[src/rtl/float_pkg.sv]
// Shared encodings, constants and field helpers for the float arithmetic unit.
package float_pkg;

   typedef enum logic [1:0] {
      OP_ADD      = 2'd0,
      OP_SUB      = 2'd1,
      OP_FROM_INT = 2'd2,
      OP_CMP      = 2'd3
   } fpOp_t;

   typedef enum logic [1:0] {
      CMP_EQ    = 2'b00,
      CMP_GT    = 2'b01,
      CMP_LT    = 2'b10,
      CMP_UNORD = 2'b11
   } fpCmp_t;

   localparam int          EXP_W    = 8;
   localparam int          FRAC_W   = 23;
   localparam int          EXP_BIAS = 127;
   localparam logic [31:0] FP_QNAN  = 32'h7FC0_0000;
   localparam logic [31:0] FP_PINF  = 32'h7F80_0000;

   // Exponent of an int32 magnitude whose MSB sits at bit 31 (2^31 before normalisation).
   localparam logic signed [9:0] INT_EXP_BASE = 10'sd158;

   function automatic logic isNan(input logic [31:0] f);
      return (f[30:23] == 8'hFF) && (f[22:0] != '0);
   endfunction

   function automatic logic isInf(input logic [31:0] f);
      return (f[30:23] == 8'hFF) && (f[22:0] == '0);
   endfunction

endpackage

[src/rtl/fp_normalize.sv]
// Leading-zero count, left shift to put the MSB at bit 31, exponent adjust.
module fp_normalize
   import float_pkg::*;
(
   input  logic [31:0]        mag,
   input  logic signed [9:0]  expIn,
   output logic [31:0]        magNorm,
   output logic signed [9:0]  expOut,
   output logic               isZero
);

   logic [5:0] lzc;

   // Highest set bit wins because later iterations overwrite earlier ones.
   always_comb begin
      lzc = 6'd32;
      for (int i = 0; i < 32; i++)
         if (mag[i]) lzc = 6'(31 - i);
   end

   assign magNorm = mag << lzc;
   assign expOut  = expIn - $signed({4'b0, lzc});
   assign isZero  = (mag == '0);

endmodule

[src/rtl/float_arith_unit.sv]
// Single-precision add/sub, int-to-float and compare with one registered result port.
module float_arith_unit
   import float_pkg::*;
(
   input  logic        clk,
   input  logic        reset,
   input  logic        enable,
   input  logic [1:0]  op,
   input  logic [31:0] a,
   input  logic [31:0] b,
   output logic [31:0] result,
   output logic [1:0]  cmp,
   output logic        valid,
   output logic [31:0] debug
);

   fpOp_t opSel;
   assign opSel = fpOp_t'(op);

   // Operand decode; exponent zero (denormal) is treated as a true zero.
   logic [7:0]  eA, eB;
   logic [23:0] mA, mB;
   logic        sBEff;
   assign eA    = a[30:23];
   assign eB    = b[30:23];
   assign mA    = (eA != '0) ? {1'b1, a[22:0]} : 24'd0;
   assign mB    = (eB != '0) ? {1'b1, b[22:0]} : 24'd0;
   assign sBEff = b[31] ^ (opSel == OP_SUB);

   logic        aBig, sBig, sSmall;
   logic [7:0]  eBig, eSmall, shAmt;
   logic [23:0] mBig, mSmall;
   assign aBig   = (eA > eB) || ((eA == eB) && (mA >= mB));
   assign eBig   = aBig ? eA : eB;
   assign eSmall = aBig ? eB : eA;
   assign mBig   = aBig ? mA : mB;
   assign mSmall = aBig ? mB : mA;
   assign sBig   = aBig ? a[31] : sBEff;
   assign sSmall = aBig ? sBEff : a[31];
   assign shAmt  = eBig - eSmall;

   // Align the smaller operand with guard/round bits plus a sticky LSB, then add/sub.
   logic [26:0] extSmall, shifted, aligned;
   logic        lost;
   logic [27:0] sum;
   always_comb begin
      extSmall = {mSmall, 3'b000};
      if (shAmt >= 8'd27) begin
         shifted = '0;
         lost    = |extSmall;
      end else begin
         shifted = extSmall >> shAmt;
         lost    = ((shifted << shAmt) != extSmall);
      end
      aligned = {shifted[26:1], shifted[0] | lost};
      if (sBig == sSmall) sum = {1'b0, mBig, 3'b000} + {1'b0, aligned};
      else                sum = {1'b0, mBig, 3'b000} - {1'b0, aligned};
   end

   logic [31:0] intAbs;
   assign intAbs = a[31] ? (~a + 32'd1) : a;

   // One normaliser serves both paths: sum's hidden bit sits at bit 30, carry at bit 31.
   logic [31:0]       normIn, normMag;
   logic signed [9:0] normExpIn, normExp;
   logic              normZero;
   assign normIn    = (opSel == OP_FROM_INT) ? intAbs : {sum, 4'b0000};
   assign normExpIn = (opSel == OP_FROM_INT) ? INT_EXP_BASE : $signed({2'b00, eBig}) + 10'sd1;

   fp_normalize uNorm (
      .mag     (normIn),
      .expIn   (normExpIn),
      .magNorm (normMag),
      .expOut  (normExp),
      .isZero  (normZero)
   );

   // Result selection: specials first, then zero/underflow/overflow, then truncated value.
   logic [31:0] calcRes;
   always_comb begin
      calcRes = '0;
      if (opSel == OP_FROM_INT) begin
         if (!normZero) calcRes = {a[31], normExp[7:0], normMag[30:8]};
      end else if (isNan(a) || isNan(b) || (isInf(a) && isInf(b) && (a[31] != sBEff))) begin
         calcRes = FP_QNAN;
      end else if (isInf(a)) begin
         calcRes = a;
      end else if (isInf(b)) begin
         calcRes = {sBEff, b[30:0]};
      end else if (normZero || (normExp <= 10'sd0)) begin
         calcRes = '0;
      end else if (normExp >= 10'sd255) begin
         calcRes = {sBig, FP_PINF[30:0]};
      end else begin
         calcRes = {sBig, normExp[7:0], normMag[30:8]};
      end
   end

   // Three-way compare: zeros of either sign are equal, negative magnitudes order reversed.
   logic [30:0] magA, magB;
   logic        sgnA, sgnB;
   fpCmp_t      cmpRes;
   assign magA = (eA == '0) ? 31'd0 : a[30:0];
   assign magB = (eB == '0) ? 31'd0 : b[30:0];
   assign sgnA = (magA != '0) && a[31];
   assign sgnB = (magB != '0) && b[31];
   always_comb begin
      cmpRes = CMP_EQ;
      if (isNan(a) || isNan(b))      cmpRes = CMP_UNORD;
      else if (sgnA != sgnB)         cmpRes = sgnA ? CMP_LT : CMP_GT;
      else if (magA == magB)         cmpRes = CMP_EQ;
      else if ((magA > magB) ^ sgnA) cmpRes = CMP_GT;
      else                           cmpRes = CMP_LT;
   end

   // Output registers: reset wins over enable; outputs hold between operations.
   always_ff @(posedge clk) begin
      if (reset) begin
         result <= '0;
         cmp    <= CMP_EQ;
         valid  <= 1'b0;
         debug  <= '0;
      end else begin
         valid <= enable;
         if (enable) begin
            if (opSel == OP_CMP) begin
               cmp <= cmpRes;
            end else begin
               result <= calcRes;
               debug  <= {4'b0000, normMag[31:4]};
            end
         end
      end
   end

endmodule

[config.mk]
export PLATFORM = sky130hd
export DESIGN_NAME = float_arith_unit
export DESIGN_NICKNAME = d
export VERILOG_FILES = /design/src/rtl/float_pkg.sv /design/src/rtl/fp_normalize.sv /design/src/rtl/float_arith_unit.sv
export SDC_FILE = /design/constraint.sdc
export NUM_CORES = 1
export LEC_CHECK = 0
export BUFFER_PORTS_ARGS = -buffer_cell sky130_fd_sc_hd__buf_2
export CAP_MARGIN = 10
export CORE_ASPECT_RATIO = 1.75
export CORE_MARGIN = 3
export CORE_UTILIZATION = 50
export CTS_CLUSTER_DIAMETER = 80
export DETAILED_ROUTE_END_ITERATION = 6
export HOLD_SLACK_MARGIN = 0.12
export MAX_ROUTING_LAYER = met4
export PLACE_DENSITY_LB_ADDON = 0.12
export REMOVE_ABC_BUFFERS = 1
export SYNTH_ARGS = -nofsm -noshare
export SYNTH_HDL_FRONTEND = slang
export SYNTH_SLANG_ARGS = --single-unit
[constraint.sdc]
create_clock -name clk -period 16.5 [get_ports clk]
set_clock_uncertainty 0.2 [all_clocks]
set_input_delay 0.825 -clock clk [delete_from_list [all_inputs] [get_ports clk]]
set_output_delay 0.825 -clock clk [all_outputs]
set_load 0.005 [all_outputs]
After elaboration in Yosys (flattened, before gate mapping):

Index checks and enable logic that the tools add are counted.
Widths: inputs -> output; s select.

* muxes and demuxes: 60
* reduce and logical (&&, ||, !) cells: 27
* $lt $le $gt $ge: 6
* shift operators: 3
* add/subtract/negate cells: 6
* bitwise gates (word level): 5
* eq/ne operators: 11

Operators by type and width (number)
* $mux 32: 8
* $mux 6: 32
* $mux 24: 4
* $mux 31: 3
* $reduce_bool 31->1: 2
* $logic_not 23->1: 2
* $reduce_bool 23->1: 2
* $add 32x1->32 const B: 1
* $logic_not 32->1: 1
* $not 32->32: 1
* $shl 32x6->32: 1
* $eq 31x31->1: 1
* $gt 31x31->1: 1
* $add 27x27->28: 1
* $mux 28: 1
* $sub 27x27->28: 1
* $mux 27: 1
* $ne 27x27->1: 1
* $shl 27x8->27: 1
* $shr 27x8->27: 1
* $ge 24x24->1: 1
* $reduce_or 24->1: 1
* $eq 8x8->1 const B: 2
* $logic_not 8->1: 2
* other kinds (23): 46

* bits in registers: 63
* output and inout bits: 67
* bits of input ports: 69

Logic depth before layout (Yosys ltp):

* depth in word-level cells: 55
* mapped depth: 74
* gate-level depth less buffers: 69

Cells and area by module:

A second synthesis with hierarchy kept.

* cells, all modules: 2360
* area total of the unflattened synthesis: 15681.3 sq um

By module, submodules not included
* float_arith_unit: cells an instance 1985, sequential area each 1261.2 sq um, times used 1, area each 13185.1 sq um
* fp_normalize: cells an instance 375, sequential area each 0.0 sq um, times used 1, area each 2496.1 sq um

Least setup slack after synthesis:

Ideal clock, no wire load.

* kind: input-to-reg
* start point: in a[25]
* end point: reg result[19]
* cell stages on the path: 69
* arrival time: 14.509 ns
* path slack: 1.710 ns
* cells stage by stage: clkbuf_1 -> or4_1 -> nand2b_1 -> clkbuf_1 -> buf_1 -> nand2_1 -> inv_1 -> ha_1 -> nand4_1 -> nor2_1 -> a221oi_1 -> nand3_1 -> or3_1 -> nand3_1 -> inv_2 -> ha_1 -> or2_2 -> or3_1 -> [... 33 more ...] -> inv_2 -> buf_1 -> ha_1 -> a21o_1 -> a21o_1 -> a21oi_1 -> o21bai_1 -> a21o_1 -> a311o_1 -> o21ai_0 -> o21ai_0 -> a31oi_1 -> inv_1 -> nor4_1 -> and2_1 -> o211ai_1 -> or4_1 -> o211ai_1

* cells in the longest elaborated chain, start to end: 51
* elaborated cells between the ends (all ways): 80
* classes of those cells: add/sub: 6; order compare: 5; eq/ne: 4; shift: 3; mux: 48; bitwise: 2; reduce/logical: 12

Ends and longest elaborated chain
* from (decl): line float_arith_unit.sv:9 `input logic [31:0] a,`
* $reduce_bool 8->1: line float_arith_unit.sv:26 `assign mA = (eA != '0) ? {1'b1, a[22:0]} : 24'd0;`
* $mux 24: line float_arith_unit.sv:26
* $ge 24x24->1: line float_arith_unit.sv:33 `assign aBig = (eA > eB) || ((eA == eB) && (mA >= mB));`
* $logic_and 1x1->1: line float_arith_unit.sv:33
* $logic_or 1x1->1: line float_arith_unit.sv:33
* $mux 8, on equally long branches: line float_arith_unit.sv:34, float_arith_unit.sv:35
* $sub 8x8->8: line float_arith_unit.sv:40 `assign shAmt = eBig - eSmall;`
* $shr 27x8->27: line float_arith_unit.sv:52 `shifted = extSmall >> shAmt;`
* [... 35 more ...]
* $sub 9x6->10: line fp_normalize.sv:22 `assign expOut = expIn - $signed({4'b0, lzc});`
* $ge 10x9->1 or $le 10x1->1 (tied branches): line float_arith_unit.sv:92, float_arith_unit.sv:90
* $mux 31 or $logic_or 1x1->1 (tied branches): line float_arith_unit.sv:92, float_arith_unit.sv:90
* $mux 32: line float_arith_unit.sv:90 `end else if (normZero || (normExp <= 10'sd0)) begin`
* $mux 32: line float_arith_unit.sv:88 `end else if (isInf(b)) begin`
* $mux 32: line float_arith_unit.sv:86 `end else if (isInf(a)) begin`
* $mux 32: line float_arith_unit.sv:84 `end else if (isNan(a) || isNan(b) || (isInf(a) && isInf(b) && (a[31] != sBEff))) begin`
* $mux 32 (*): line float_arith_unit.sv:82 `if (opSel == OP_FROM_INT) begin`
* to (signal assigned): line float_arith_unit.sv:129 `result <= calcRes;`
* to (decl): line float_arith_unit.sv:11 `output logic [31:0] result,`

Mark *: on every way between the ends. The rest lies on a longest branch, timed or not.
A chain may end at the register's enable or synchronous reset.

Worst setup path after layout:

* start point: in a[27]
* end point: reg result[21]

Same word-level chain as after synthesis.

==> results.yml <==
grt:
  grt_pass1_wl_um: 141000
  grt-ovfl-total: 0
  grt_usage_pct: 53.4
  grt_pass1_vias: 22200
  grt_max_degree: 60
  antenna_found_initial: 1
logic_synthesis:
  yosysMostFrequentCell: "nand2_1"
  syn_area_um2: 16400
  synth_seq_cells: 63
  synth_top_area_share_pct: 7.69
  ys.flop_type: "dfxtp_1"
  ys_warn_count: 0
  ys_seq_area_share_pct: 7.69
  syn_avg_cell_area_um2: 6.65
  ys_async_sr_fraction_pct: 0
  synth_cell_type_count: 115
  ys_top_cells_by_count: "nand2_1, nor2_1, a21oi_1"
  yosys.area.top_type: "dfxtp_1"
  synthTopCellsByArea: "dfxtp_1, ha_1, nand2_1"
  synth_edf_count: 0
  syn_inst: 2466
power_and_ir_drop:
  ir_worst_vdd_mv: 0.0668
  power_mw: 2.17
  power.density_nw_per_um2: 115
  p_leak_nw: 8.19
critical_path:
  ff2ff_path_depth: 4
  slowest_stage: "or4_1"
  crit_end: "result[21]"
  required_ps: 16590
  worstSetupPathType: "input pin to flip-flop"
  reg2reg_slack_ps: 15340
  arrival_ps: 16010
  end_kind: "flip-flop"
  crit_path_max_fanout: 18
  startpoint: "a[27]"
  timing.rr.end: "result[22]"
  critPathMaxStageDelay_ps: 620
  r2r_start: "result[22]"
  start_kind: "input pin"
  crit_top_cell: "o21ai_0"
clocking:
  cts_tree: "built"
  h-tree-depth: 3
  cts.sinks: 63
  cts_buffers: 9
  clk_latency_ps: 340
  postCtsHoldBufs: 0
  cts-root-buf: "clkbuf_16"
  clk_path_buf_depth: 2
  clk_pin_slew_ps: 60
cells_and_area:
  seq_area_um2: 1260
  nFillCells: 3176
  syn_to_final_growth_pct: 15.0
  final_nets: 2813
  fin_area_um2: 18900
  drive_above_1_share_pct: 18.5
  multi_input_area_um2: 14100
sta:
  worst_pin_slew_ps: 1660
  slew_headroom_pct: -10.8
  setup_violations: 0
  post-route-period-util_pct: 96.5
  post-route-min-period_ps: 15920
  finalWorstSetupSlack_ps: 580
  clock.fmax_ghz: 0.0628
  slew_viol_final: 2
  whs_ps: 249
  hold_violations: 0
detailed_routing:
  wl_per_cell_um: 30.7
  drt_iter0_markers: 3131
  firstDrtPassIters: 7
  num_vias: 23100
  drt-vias-per-instance: 7.58
  routed_wl_um: 93600
  final_antenna_net_count: 0
  drc_errors: 2
placed_design:
  detailed_place_hpwl_um: 73200
  pre_cts_ws_ps: 189
  port_buffers: 131
  place_area_um2: 18400
  gp_congestion: 1.19
min_path:
  hold_class: "flip-flop to flip-flop"
floorplan:
  coreArea_um2: 32300
  die_x_um: 143
  core.rowCount: 87
  die_h_um: 246
  pin_count: 136
  die_area_um2: 35100
  start_util_pct: 50.8
status:
  status: "finished with violations"
  violations: "DRC, slew limit"
run:
  maxCapViolCount: 0
-- critical path, delay by kind of cell --
family                   cells  cell delay [ps]
XOR/XNOR                     1               80
adder cells (fa/ha/maj)      4             1040
AND/OR/NAND/NOR             20             5540
AO/OA/AOI/OAI               28             7290
buffers and inverters        9             1190
-- cell type report --
class,count,share of cell area (%)
well taps,400,2.65
clock inverters,5,0.206
clock buffers,11,1.34
diodes,1,0.0133
repair buffers,340,12.0
inverters,126,2.53
flip-flops and latches,63,6.68
multi-input cells,2104,74.6
-- metal layers --
metal | vias up | GRT usage (%) | part of all wire (%)
li1 | 9768 | - | -
met3 | 981 | 17.8 | 9.9
met4 | 0 | 59.3 | 16
met1 | 10600 | 46.2 | 28
met2 | 1785 | 84.4 | 46
met5 | - | - | 0
-- registers in the layout (all words and copies together) (netlist names) --
register / cells
debug: 28
result: 32
cmp: 2
valid: 1
-- per-stage QoR --
step                      TNS (ps)  instances  utilization, %
final                            0       3050            58.4
after CTS                        0       3045            57.9
after global placement           0       3029            57.0
after detailed placement         0       3029            57.0
after floorplan              -4250       2293               -
after global routing         -3150       3050            58.4
-- what timing repair did --
| action | in CTS | in global routing |
|---|---|---|
| setup buffers | 0 | 3 |
| endpoints found under the setup margin | 0 | 32 |
| gates resized for setup | 0 | 21 |
-- how the worst min path moves through the flow --
stage | start | endpoint | slack, ps | depth (start not counted)
5_1_grt | debug[7] | debug[7] | 270 | 2
3_3_place_gp | result[9] | result[9] | 230 | 2
6_report | result[6] | result[6] | 250 | 2
4_1_cts | result[6] | result[6] | 250 | 2
3_5_place_dp | result[4] | result[4] | 240 | 2
2_1_floorplan | debug[1] | debug[1] | 240 | 2
-- placed cells by master (no fill, tap or decap), drive strengths merged, types with 27 or more instances in the layout --
cell / netlist / layout
buf: 55 / 340
nand2: 281 / 281
o21ai: 197 / 197
nor2: 193 / 193
a21oi: 175 / 175
inv: 124 / 126
nand3: 98 / 98
ha: 98 / 98
nor3: 83 / 83
dfxtp: 63 / 63
mux2i: 53 / 53
o211ai: 49 / 49
a31oi: 44 / 44
a21o: 43 / 43
a211oi: 43 / 43
nor4: 42 / 42
nand2b: 39 / 39
o31ai: 38 / 38
nand4: 35 / 35
or3: 31 / 31
and2: 30 / 30
a211o: 30 / 30
xnor2: 30 / 30
o22ai: 28 / 28
and3: 27 / 27
-- report_power, final --
group	switching (mW)	internal, mW
logic	1.17	0.608
registers	0.0169	0.186
clock network	0.0776	0.111
-- logic make-up (layout without fill, tap and decap cells) --
| family | after synthesis | after routing | synth area share (%) |
|---|---|---|---|
| multiplexers | 89 | 89 | 6.82 |
| other | 1 | 5 | 0.0229 |
| buffers and inverters | 302 | 482 | 7.52 |
| flip-flops | 63 | 63 | 7.69 |
| adder cells (fa/ha/maj) | 100 | 100 | 7.72 |
| XOR/XNOR | 54 | 54 | 2.88 |
| AND/OR/NAND/NOR | 943 | 943 | 28.5 |
| AO/OA/AOI/OAI | 914 | 914 | 38.9 |
Note: power is estimated with default switching activity, not from simulation.
